**config.mk**
```make
export PLATFORM = sky130hd
export DESIGN_NAME = bsg_manycore_pkt_exec
export DESIGN_NICKNAME = d
export VERILOG_FILES = /design/src/rtl/bsg_manycore_pkt_exec.sv
export SDC_FILE = /design/constraint.sdc
export NUM_CORES = 1
export LEC_CHECK = 0
export ABC_AREA = 0
export CORE_ASPECT_RATIO = 1.2
export CORE_MARGIN = 1.5
export CORE_UTILIZATION = 30
export DETAILED_ROUTE_END_ITERATION = 10
export PLACE_DENSITY = 0.62
export RECOVER_POWER = 25
export SLEW_MARGIN = 0
export SYNTH_ARGS = -nofsm -noshare
export SYNTH_HDL_FRONTEND = slang
export SYNTH_SLANG_ARGS = --single-unit
```
**constraint.sdc**
```tcl
create_clock -name clk_i -period 2.1 [get_ports clk_i]
set_input_delay 0.42 -clock clk_i [delete_from_list [all_inputs] [get_ports clk_i]]
set_output_delay 0.42 -clock clk_i [all_outputs]
set_load 0.1 [all_outputs]
```
**src/rtl/bsg_manycore_pkt_exec.sv**
```systemverilog
// bsg_manycore_pkt_exec: executes decoded manycore packets through a one-entry store buffer,
// plus the tile freeze register. Define BSG_MANYCORE_PKT_EXEC_ERR_CNT_EN to build the unknown-packet counter.
module bsg_manycore_pkt_exec #(
   parameter int   data_width_p    = 32,
   parameter int   addr_width_p    = 14,
   parameter logic freeze_init_p   = 1'b1,
   parameter int   err_cnt_width_p = 8
) (
   input  logic                       clk_i,
   input  logic                       reset_i,

   input  logic                       v_i,
   input  logic                       pkt_freeze_i,
   input  logic                       pkt_unfreeze_i,
   input  logic                       pkt_unknown_i,
   input  logic                       pkt_remote_store_i,
   input  logic [data_width_p-1:0]    data_i,
   input  logic [addr_width_p-1:0]    addr_i,
   input  logic [data_width_p/8-1:0]  mask_i,
   output logic                       yumi_o,

   output logic                       mem_v_o,
   output logic                       mem_w_o,
   output logic [addr_width_p-1:0]    mem_addr_o,
   output logic [data_width_p-1:0]    mem_data_o,
   output logic [data_width_p/8-1:0]  mem_mask_o,
   input  logic                       mem_yumi_i,

   output logic                       freeze_o,
   output logic [err_cnt_width_p-1:0] err_cnt_o,
   output logic                       err_sticky_o
);

   typedef enum logic {
      e_empty = 1'b0,
      e_full  = 1'b1
   } buf_state_e;

   buf_state_e state_r, state_n;

   // Flag priority: store > freeze > unfreeze > unknown.
   logic is_store, is_freeze, is_unfreeze, is_unknown, is_nop;
   assign is_store    = v_i &  pkt_remote_store_i;
   assign is_freeze   = v_i & ~pkt_remote_store_i &  pkt_freeze_i;
   assign is_unfreeze = v_i & ~pkt_remote_store_i & ~pkt_freeze_i &  pkt_unfreeze_i;
   assign is_unknown  = v_i & ~pkt_remote_store_i & ~pkt_freeze_i & ~pkt_unfreeze_i & pkt_unknown_i;
   assign is_nop      = v_i & ~pkt_remote_store_i & ~pkt_freeze_i & ~pkt_unfreeze_i & ~pkt_unknown_i;

   logic draining, store_zero, store_load, cmd_ok;
   assign draining   = (state_r == e_full) & mem_yumi_i;
   assign store_zero = is_store & (mask_i == '0);
   assign store_load = is_store & ~store_zero & ((state_r == e_empty) | draining);
   // Commands wait for a fully empty buffer so they retire behind all earlier stores.
   assign cmd_ok     = (state_r == e_empty) & (is_freeze | is_unfreeze | is_unknown);

   always_ff @(posedge clk_i or posedge reset_i) begin
      if (reset_i) state_r <= e_empty;
      else         state_r <= state_n;
   end

   // NOTE: every signal assigned here gets a default first, so no path can infer a latch.
   always_comb begin
      state_n = state_r;
      yumi_o  = store_zero | store_load | cmd_ok | is_nop;
      unique case (state_r)
         e_empty: if (store_load) state_n = e_full;
         e_full:  if (draining & ~store_load) state_n = e_empty;
         default: state_n = e_empty;
      endcase
   end

   // NOTE: sequential state uses non-blocking assignment; the payload is reset because its
   // reset value is visible on the memory port.
   always_ff @(posedge clk_i or posedge reset_i) begin
      if (reset_i) begin
         mem_addr_o <= '0;
         mem_data_o <= '0;
         mem_mask_o <= '0;
      end else if (store_load) begin
         mem_addr_o <= addr_i;
         mem_data_o <= data_i;
         mem_mask_o <= mask_i;
      end
   end

   assign mem_v_o = (state_r == e_full);
   assign mem_w_o = mem_v_o;

   always_ff @(posedge clk_i or posedge reset_i) begin
      if (reset_i) begin
         freeze_o     <= freeze_init_p;
         err_sticky_o <= 1'b0;
      end else if (cmd_ok) begin
         if (is_freeze)   freeze_o     <= 1'b1;
         if (is_unfreeze) freeze_o     <= 1'b0;
         if (is_unknown)  err_sticky_o <= 1'b1;
      end
   end

`ifdef BSG_MANYCORE_PKT_EXEC_ERR_CNT_EN
   logic [err_cnt_width_p-1:0] err_cnt_r;

   always_ff @(posedge clk_i or posedge reset_i) begin
      if (reset_i)
         err_cnt_r <= '0;
      else if (cmd_ok & is_unknown & ~(&err_cnt_r))
         err_cnt_r <= err_cnt_r + err_cnt_width_p'(1);
   end

   assign err_cnt_o = err_cnt_r;
`else
   assign err_cnt_o = '0;
`endif

endmodule

```
# ---- Yosys cells after proc, flatten, opt, wreduce, memory -nomap -nowiden
# Index checks and enable logic that the tools add are counted.
dict set report totals {
  register_bits 53
  inputBits 58
  out_inout_bits 63
  word_cells 42
}
dict set report classes {
  muxes 5
  bitwise_logic 27
  n_reduce_logical 4
}
# cell count
set ops {}
lappend ops {{$and 1x1->1} 14}
lappend ops {{$not 1->1} 7}
lappend ops {{$or 1x1->1} 6}
lappend ops {{$logic_not 4->1} 1}
lappend ops {{$mux 1} 4}
lappend ops {{$reduce_and 2->1} 2}
lappend ops {{$pmux 1 s2} 1}
lappend ops {{$reduce_bool 2->1} 1}

# ---- Logic depth before layout (Yosys ltp)
# Gate-level depths: netlist of run 1.
dict set report logic_depth {
  ltp_word 9
  ltp_mapped 5
  depth_no_buf 3
}

# ---- Worst setup path after synthesis of run 1
# No wires, ideal clock.
dict set report synth_timing {
  kind {input port to output port}
  from {input mask_i[0]}
  to {output yumi_o}
  arrival_time_ns 2.395
  required_time_ns 1.680
  path_slack_ns -0.715
  cell_stages 3
  n_path_buf 0
  path_cell_list {o41ai_2 > o22ai_1 > a21oi_1}
}
dict set report synth_via {
  elab_chain_len 8
}
# item line
set synth_rtl {}
lappend synth_rtl {{start: declaration} 19} ;# input logic [data_width_p/8-1:0] mask_i,
lappend synth_rtl {{$logic_not 4->1 (*)} 51} ;# assign store_zero = is_store & (mask_i == '0);
lappend synth_rtl {{$and 1x1->1 (*)} 51}
lappend synth_rtl {{$not 1->1} 52} ;# assign store_load = is_store & ~store_zero & ((state_r == e_empty) | draining);
lappend synth_rtl {{$and 1x1->1 (2 in a row)} 52}
lappend synth_rtl {{$or 1x1->1 (*) (3 in a row)} 64} ;# yumi_o = store_zero | store_load | cmd_ok | is_nop;
lappend synth_rtl {{end: declaration} 20} ;# output logic yumi_o,
# Every way passes the cells marked *; elsewhere a longest branch is shown, timed or not.

# ---- Final worst setup path of run 1
# Ends and elaborated chain as after synthesis.

==> results.md, run 1 <==
- The initial utilization of the core area, before any placement, comes to 0.313.
- The initial detailed-routing violation count is 35.
- The deepest clock path buffer count is 2.
- The share of layout cells above drive strength 1 is 0.500.
- The largest single stage delay on the critical path is 0.42 ns.
- The final setup violation count is 0.
- The number of rows created at floorplan is 34.
- The sink count of the clock tree is 53.
- After layout, the minimum clock period comes to 2.04 ns.
- The signal arrival time at the worst endpoint is 1.62 ns.
- The sort of element at the end of the critical path is an output pin.
- Across all layers, the routed design uses 1456 vias.
- The largest family of logic cells by synthesized area is multiplexers.
- Yosys attributes the largest share of cell area to sky130_fd_sc_hd__dfrtp_1 56%, sky130_fd_sc_hd__mux2_4 33%, sky130_fd_sc_hd__buf_4 3.3%.
- The top-area cell type share of the netlist area is 0.564.
- The placed wire-length estimate is 3.52 mm.
- The count of cell instances traversed by the critical path is 5.
- In the routed design, unresolved DRC markers number 0.
- The final max-slew violation count is 0.
- The power density relative to cell area is 1230 nW/um2.
- Setup slack on the worst reg-to-reg path comes out at 0.47 ns.
- The setup path with the least slack is of type in -> out.
- The beginning of the critical path is mask_i[0].
- The global-route usage over all layers is 0.117.
- After synthesis the cells add up to 2310 um2.
- The initial antenna violation count is 0.
- The run finished with clean final reports.
- The number of warnings reported in the yosys synthesis log is 0.
- The net count reported at finish is 311.
- Of the total synthesized cell area, the portion taken by AND, OR, NAND and NOR gates is 0.0152.
- The floorplan die area is 8220 um2.
- Global routing finished with a remaining overflow of 0.
- The post-detailed-route via-to-cell ratio is 4.26.
- The total of buffers placed on input and output ports is 112.
- The number of hold violations in the final report is 0.
- The reported leakage power is 1.75 nW.
- Of the total synthesized cell area, the portion taken by full adders, half adders and majority gates is 0.
- Before CTS, the worst setup slack after placement is -0.199 ns.
- In this run, distinct cell masters in the synthesized netlist total 19.
- The fraction of synthesized cell area in xor and xnor cells is 0.
- The synthesized design spends more area on one cell type than any other, namely sky130_fd_sc_hd__dfrtp_1.
- The maximum frequency from static timing analysis is 490 MHz.
- Data on the critical path is required at its endpoint by 1.68 ns.
- The count of pins on the block boundary is 121.
- The global placer's final weighted congestion is 0.687.
- The largest net degree at the start of global routing is 30.
- The fraction of synthesized area in multiplexers is 0.326.
- The first detailed-routing pass ran for 3 iterations.
- The cell sitting at the root of the clock tree is a sky130_fd_sc_hd__clkbuf_8.
- The first-pass GRT wire length is 7.71 mm.
- The final layout contains routed wiring with a total length of 4.76 mm.
- The count of nets left with antenna violations once routing finished came out at 0.
- The most repeated cell in the gate-level netlist after synthesis is sky130_fd_sc_hd__dfrtp_1.
- Counting the buffers created by CTS gives 5.
- The average wire per cell in the routed design is 13.9 um.
- The count of max-cap constraint violations is 0.
- Setup repair after global routing left no endpoint under its margin.
- In this run the tightest slew margin relative to its limit is 0.142.
- STA classifies the critical path startpoint as an input port.
- The cell count after synthesis came out at 133.
- The die span in x is 83.0 um.
- Once routing completed, OpenROAD measured the worst setup slack at 0.0604 ns.
- Compared with the post-synthesis result, the final layout area differs by 52.9%.
- For this run, the leading register cell type out of synthesis is sky130_fd_sc_hd__dfrtp_1.
- The mean area per synthesized cell is 17.3 um2.
- After clock tree synthesis, the clock-pin slew on the worst setup and hold paths is 0.08 ns.
- The maximum vdd drop is 603 uV.
- In this design, the largest share of critical-path delay is due to compound AO/OA/AOI/OAI gates.
- The number of global-route vias before repair is 1557.
- The depth of the worst register-to-register path is 4.
- The later pin in the worst-skew pair is clocked with a latency of 0.29 ns.
- The combined buffer and inverter count along the critical path is 2.
- The largest clock skew in the final design is 0.00419 ns.
- The signal on the critical path passes through dlygate4sd2_1, o41ai_4, o22ai_2, a21oi_4, buf_12.
- The compound-gate portion of the synthesized area is 0.0217.
- The termination of the worst setup path is yumi_o.
- The post-route fraction of the period consumed by the critical path is 0.971.
- The clock tree from TritonCTS is built.
- The area inside the core boundary is 7360 um2.
- The final cell utilization of the core is 0.479.
- By count the netlist is led by 52 x sky130_fd_sc_hd__dfrtp_1, 50 x sky130_fd_sc_hd__mux2_4, 10 x sky130_fd_sc_hd__buf_4, 5 x sky130_fd_sc_hd__buf_6, 2 x sky130_fd_sc_hd__inv_1.
- The share of flip-flops with an asynchronous set or reset after synthesis is 1.00.
- The smallest hold slack is 0.494 ns.
- For this run, the register share of the synthesized area comes to 0.576.
- The number of synthesized flops with an enable pin is 0.
- The H-tree was split into 2 levels.
- The die span in y is 99.0 um.
- The worst register-to-register path ends at mem_addr_o[8].
- The reg-to-reg critical path startpoint is mem_v_o.
- Of all nets on the critical path, the largest fanout is 3.
- The cell with the largest stage delay on the worst path is sky130_fd_sc_hd__o41ai_4.
- The actual slew at the worst max-slew pin is 1.29 ns.
- The repair_antennas step left the layout with diodes totalling 0.
- The flop and latch count out of synthesis is 53.
- The min-delay analysis places its worst path in the category reg -> reg.
[logic make-up (layout without fill, tap and decap cells)]
logic type,count (synthesis),after routing
AO/OA/AOI/OAI,6,6
AND/OR/NAND/NOR,6,6
multiplexers,50,50
flip-flops,53,53
buffers and inverters,17,129
other,1,8
[sequential cells by signal (all words and copies together) (netlist names)]
name / count
mem_data_o: 32
mem_addr_o: 14
mem_mask_o: 4
err_sticky_o: 1
freeze_o: 1
mem_v_o: 1
[routing by layer]
metal | wire, um | vias up | global-route usage
met5 | 0 | - | 0
met4 | 46 | 0 | 0.0346
met3 | 366 | 6 | 0.0419
met2 | 2330 | 67 | 0.189
met1 | 2020 | 705 | 0.149
li1 | - | 678 | -
[power by group]
part | internal (mW) | switching [mW] | leakage [nW]
combinational | 0.655 | 1.81 | 1.08
clock | 0.220 | 0.302 | 0.0399
sequential | 1.22 | 0.118 | 0.621
total | 2.10 | 2.23 | 1.75
[worst min-delay path by stage]
stage | depth (start not counted) | slack [ns] | start | end
after global placement | 1 | 0.47 | err_sticky_o | err_sticky_o
after CTS | 3 | 0.50 | reset_i | mem_data_o[21]
after global routing | 1 | 0.52 | err_sticky_o | err_sticky_o
final | 1 | 0.49 | err_sticky_o | err_sticky_o
after floorplan | 1 | 0.56 | pkt_freeze_i | freeze_o
after detailed placement | 1 | 0.46 | err_sticky_o | err_sticky_o
[metrics by stage]
| step | instances | instance area (um2) | total power [mW] | setup TNS [ns] |
|---|---|---|---|---|
| floorplan | 140 | 2340 | 3.29 | 0 |
| global placement | 336 | 3440 | 3.83 | -6.21 |
| detailed placement | 336 | 3440 | 3.84 | -6.44 |
| CTS | 342 | 3530 | 4.39 | 0 |
| global route | 342 | 3530 | 4.49 | 0 |
| finish | 342 | 3530 | 4.33 | 0 |
[area by class of cell]
class | instances | area [um2]
inverter | 2 | 7.51
sequential | 53 | 1330
clock inverter | 1 | 5.00
clock buffer | 5 | 68.8
tap | 90 | 113
timing repair buffer | 121 | 1100
multi-input combinational | 70 | 902
fill | 671 | 3830
[cells in the final DEF, fill, tap and decap left out, drive strengths merged]
cell type      count
o41ai              1
nand2b             1
nor3b              1
a31o               1
clkdlybuf4s50     53
mux2              50
a22o               1
a21oi              1
nand2              1
buf               62
dlygate4sd2        4
dfrtp             52
dfstp              1
conb               8
nor3               1
nor2               1
clkinv             2
o22ai              1
or3b               1
inv                1
o21ai              1
clkbuf             7
[repair_timing]
| item | in CTS | in global routing |
|---|---|---|
| hold buffers | 0 | 0 |
| pin swaps | 3 | 1 |
| setup endpoints to repair | 1 | 1 |
| setup buffers | 0 | 0 |
| gates resized for setup | 6 | 1 |
No activity file was read; power rests on OpenSTA's default activity.
==> inputs of run 2 (changes only) <==
--- a/config.mk
+++ b/config.mk
@@ -6,8 +6,8 @@
 export NUM_CORES = 1
 export LEC_CHECK = 0
 export ABC_AREA = 0
+export CAP_MARGIN = 20
 export CORE_ASPECT_RATIO = 1.2
-export CORE_MARGIN = 1.5
 export CORE_UTILIZATION = 30
 export DETAILED_ROUTE_END_ITERATION = 10
 export PLACE_DENSITY = 0.62
==> run 2 against run 1 <==
  * Wire length is 1.6% lower
  * Worst hold slack hardly changed
  * Non-clock buffer count is 1 higher
  * Via count is 0.55% higher
  * Register-to-register slack worse by 0.04 ns
  * Clock-buffer cell count is 2 higher
  * Clock skew is 0.00065 ns higher
  * Fmax is 1.3% higher
  * Critical path depth stayed put
  * Sequential share of layout area is 0.44 points lower
  * Critical path type unchanged
  * Largest power group unchanged
  * Highest routed layer unchanged
==> results.md, run 2 (synthesized netlist as in run 1, its figures left out) <==
- The net count reported at finish is 312 (+0.32%).
- The power density relative to cell area was 1260 nW/um2 (+3.1%).
- The count of filler cells inserted in the layout is 676 (+0.75%).
- The number of H-tree levels is 2 (unchanged).
- The switching power total came to 2.25 mW (+0.80%).
- The final cell utilization of the core is 0.485 (+0.00561).
- The area inside the core boundary is 7360 um2 (unchanged).
- The final setup violation count is 0 (unchanged).
- The starting density of the core is 0.313 (unchanged).
- The combined buffer and inverter count along the critical path is 2 (unchanged).
- The number of routed nets with antenna violations is 0 (unchanged).
- The maximum vdd drop is 754 uV (+25%).
- The clock tree from TritonCTS is built.
- In this run the most used layer during global routing was met2.
- The post-detailed-route DRC marker count is 0 (unchanged).
- Grouping stages by cell kind, the critical path spends the most delay in compound AO/OA/AOI/OAI gates.
- The final period demand of the worst path was 2.01 ns (-0.0264 ns).
- The post-detailed-route via-to-cell ratio was 4.24 (-0.32%).
- The total of buffers placed on input and output ports is 112 (unchanged).
- Compared with the post-synthesis result, the final layout area differs by 54.7%.
- The highest cell delay on the worst timing path came to 0.42 ns (about the same).
- The average wire per cell in the routed design is 13.6 um (-2.4%).
- The clock share of power is 0.156 (+0.035).
- The die span in x came to 82.0 um (-1.2%).
- The tree is rooted in a sky130_fd_sc_hd__clkbuf_8.
- The CTS clock-pin slew for the worst setup and hold paths was 0.09 ns (about the same).
- The initial detailed-routing violation count is 10 (-71%).
- The placed cell count came to 337 (+0.30%).
- The nature of the critical path startpoint is an input port.
- The combinational share of power is 0.546 (-0.023).
- The most frequent standard cell in the layout excluding fill and tap cells is sky130_fd_sc_hd__buf_4.
- The total congestion overflow is 0 (unchanged).
- The filler-free cell count of the finished design is 345 (+0.88%).
- The clock latency reported for the late side of the worst-skew pair is 0.30 ns (about the same).
- The global-route track usage on met3 was 0.0355 (-0.00636).
- The maximum frequency from static timing analysis is 497 MHz (+1.3%).
- The count of max-cap constraint violations is 0 (unchanged).
- The count of hold-fix buffers inserted at cts came to 0 (unchanged).
- The post-CTS setup buffer count is 0 (unchanged).
- The critical path in this run is classified as in -> out.
- The reported leakage power is 1.77 nW (+1.5%).
- The worst min-delay path class is reg -> reg.
- The share of layout cells above drive strength 1 is 0.506 (+0.00588).
- The number of diodes came to 0 (unchanged).
- The sink count of the clock tree is 53 (unchanged).
- The number of rows created at floorplan is 34 (unchanged).
- The number of global-route vias before repair was 1536 (-1.3%).
- Setup repair after global routing left no endpoint under its margin.
- The total number of vias is 1464 (+0.55%).
- The slowest stage of the critical path belongs to the cell sky130_fd_sc_hd__o41ai_4.
- The final max-slew violation count came to 0 (unchanged).
- The flip-flop count of the largest register after layout is 32 (unchanged).
- The largest net degree at the start of global routing was 31 (+3.3%).
- The global-route met2 utilization was 0.191 (+0.00249).
- The switching portion of total power is 0.498 (-0.0171).
- The worst max-slew margin expressed relative to the limit is 0.547 (+0.405).
- The global-route usage over all layers is 0.121 (+0.00401).
- The largest clock skew in the final design is 0.00484 ns (+0.000653 ns).
- The count of pins on the block boundary came to 121 (unchanged).
- The highest fanout seen on the critical path is 3 (unchanged).
- The iteration count of the initial detailed-routing pass is 3 (unchanged).
- STA classifies the critical path endpoint as an output pin.
- The total clock buffers created by CTS was 5 (unchanged).
- The die span in y was 98.0 um (-1.0%).
- The library cells used most frequently in the layout, excluding fill and tap cells, are 60 x sky130_fd_sc_hd__buf_4, 52 x sky130_fd_sc_hd__dfrtp_1, 52 x sky130_fd_sc_hd__clkdlybuf4s50_1, 50 x sky130_fd_sc_hd__mux2_4, 8 x sky130_fd_sc_hd__conb_1.
- The initial antenna violation count was 0 (unchanged).
- The sum of routed wire length over all layers is 4.69 mm (-1.6%).
- The share of power burned in registers is 0.298 (-0.012).
- Traced cell by cell, the critical path runs through dlygate4sd2_1, o41ai_4, o22ai_2, a21oi_4, buf_12.
- The top register by number of flip-flops is mem_data_o.
- The global routing usage on met1 is 0.162 (+0.0131).
- The signal arrival time at the worst endpoint came to 1.59 ns (-0.03 ns).
- The deepest clock path buffer count is 2 (unchanged).
- The first-pass GRT wire length is 7.59 mm (-1.6%).
- The largest registers in the layout are mem_data_o: 32 flops, mem_addr_o: 14 flops, mem_mask_o: 4 flops.
- The global placer's final weighted congestion is 0.662 (-3.6%).
- The required time of the critical path was 1.68 ns (about the same).
- The internal power contribution came to 2.26 mW (+8.0%).
- The post-route fraction of the period consumed by the critical path is 0.959 (-0.0126).
- The number of hold violations in the final report was 0 (unchanged).
- The actual slew at the worst max-slew pin is 0.679 ns (-0.608 ns).
- The floorplan die area is 8040 um2 (-2.2%).
- The placed wire-length estimate is 3.44 mm (-2.3%).
- The run finished with clean final reports.
==> run 2: stage by stage <==
| stage | instance area, um2 | worst slack [ns] | power, mW | hold slack, ns | setup TNS (ns) |
|---|---|---|---|---|---|
| final | 3570 | 0.0868 | 4.51 | 0.494 | 0 |
| after global routing | 3570 | 0.0204 | 4.67 | 0.523 | 0 |
| after CTS | 3580 | 0.0387 | 4.57 | 0.465 | 0 |
| after detailed placement | 3450 | -0.196 | 3.84 | 0.460 | -7.35 |
| after global placement | 3450 | -0.140 | 3.83 | 0.467 | -4.64 |
| after floorplan | 2340 | 0.0525 | 3.29 | 0.562 | 0 |
==> run 2: cell type report <==
class                   count  area, um2  area share
flip-flops and latches     53       1330       0.372
clock inverters             1       30.0     0.00842
well taps                  90        113      0.0316
repair buffers            122       1100       0.309
clock buffers               7       86.3      0.0242
inverters                   2       7.51     0.00210
multi-input cells          70        902       0.253
==> run 2: path summary, 6_finish.rpt <==
path                              start       endpoint  slack (ns)  cells after the start
max                           mask_i[0]         yumi_o        0.09                      5
min                        err_sticky_o   err_sticky_o        0.49                      1
max reg2reg                     mem_v_o  mem_addr_o[1]        0.43                      4
min reg2reg                err_sticky_o   err_sticky_o        0.49                      1
max in group asynchronous       reset_i  mem_addr_o[9]        0.41                      3
min in group asynchronous       reset_i  mem_addr_o[7]        0.67                      2
==> run 2: routing by layer <==
layer | share of wire | up-vias | wire length [um]
met5 | 0 | - | 0
met4 | 0.0096 | 0 | 45
met3 | 0.090 | 6 | 421
met2 | 0.46 | 79 | 2150
met1 | 0.44 | 697 | 2070
li1 | - | 682 | -
==> run 2: power groups by stage <==
stage	sequential, mW	combinational (mW)	clock, mW
final	1.34	2.46	0.706
after global placement	1.36	2.47	0
after floorplan	2.82	0.473	0
after CTS	1.35	2.48	0.739
after detailed placement	1.36	2.48	0
after global routing	1.37	2.53	0.772
==> run 2: repair_timing <==
item	4_1_cts	5_1_grt
endpoints found under the hold margin	0	0
endpoints found under the setup margin	1	1
pin swaps	2	3
gates cloned	0	0
resized for setup	6	1
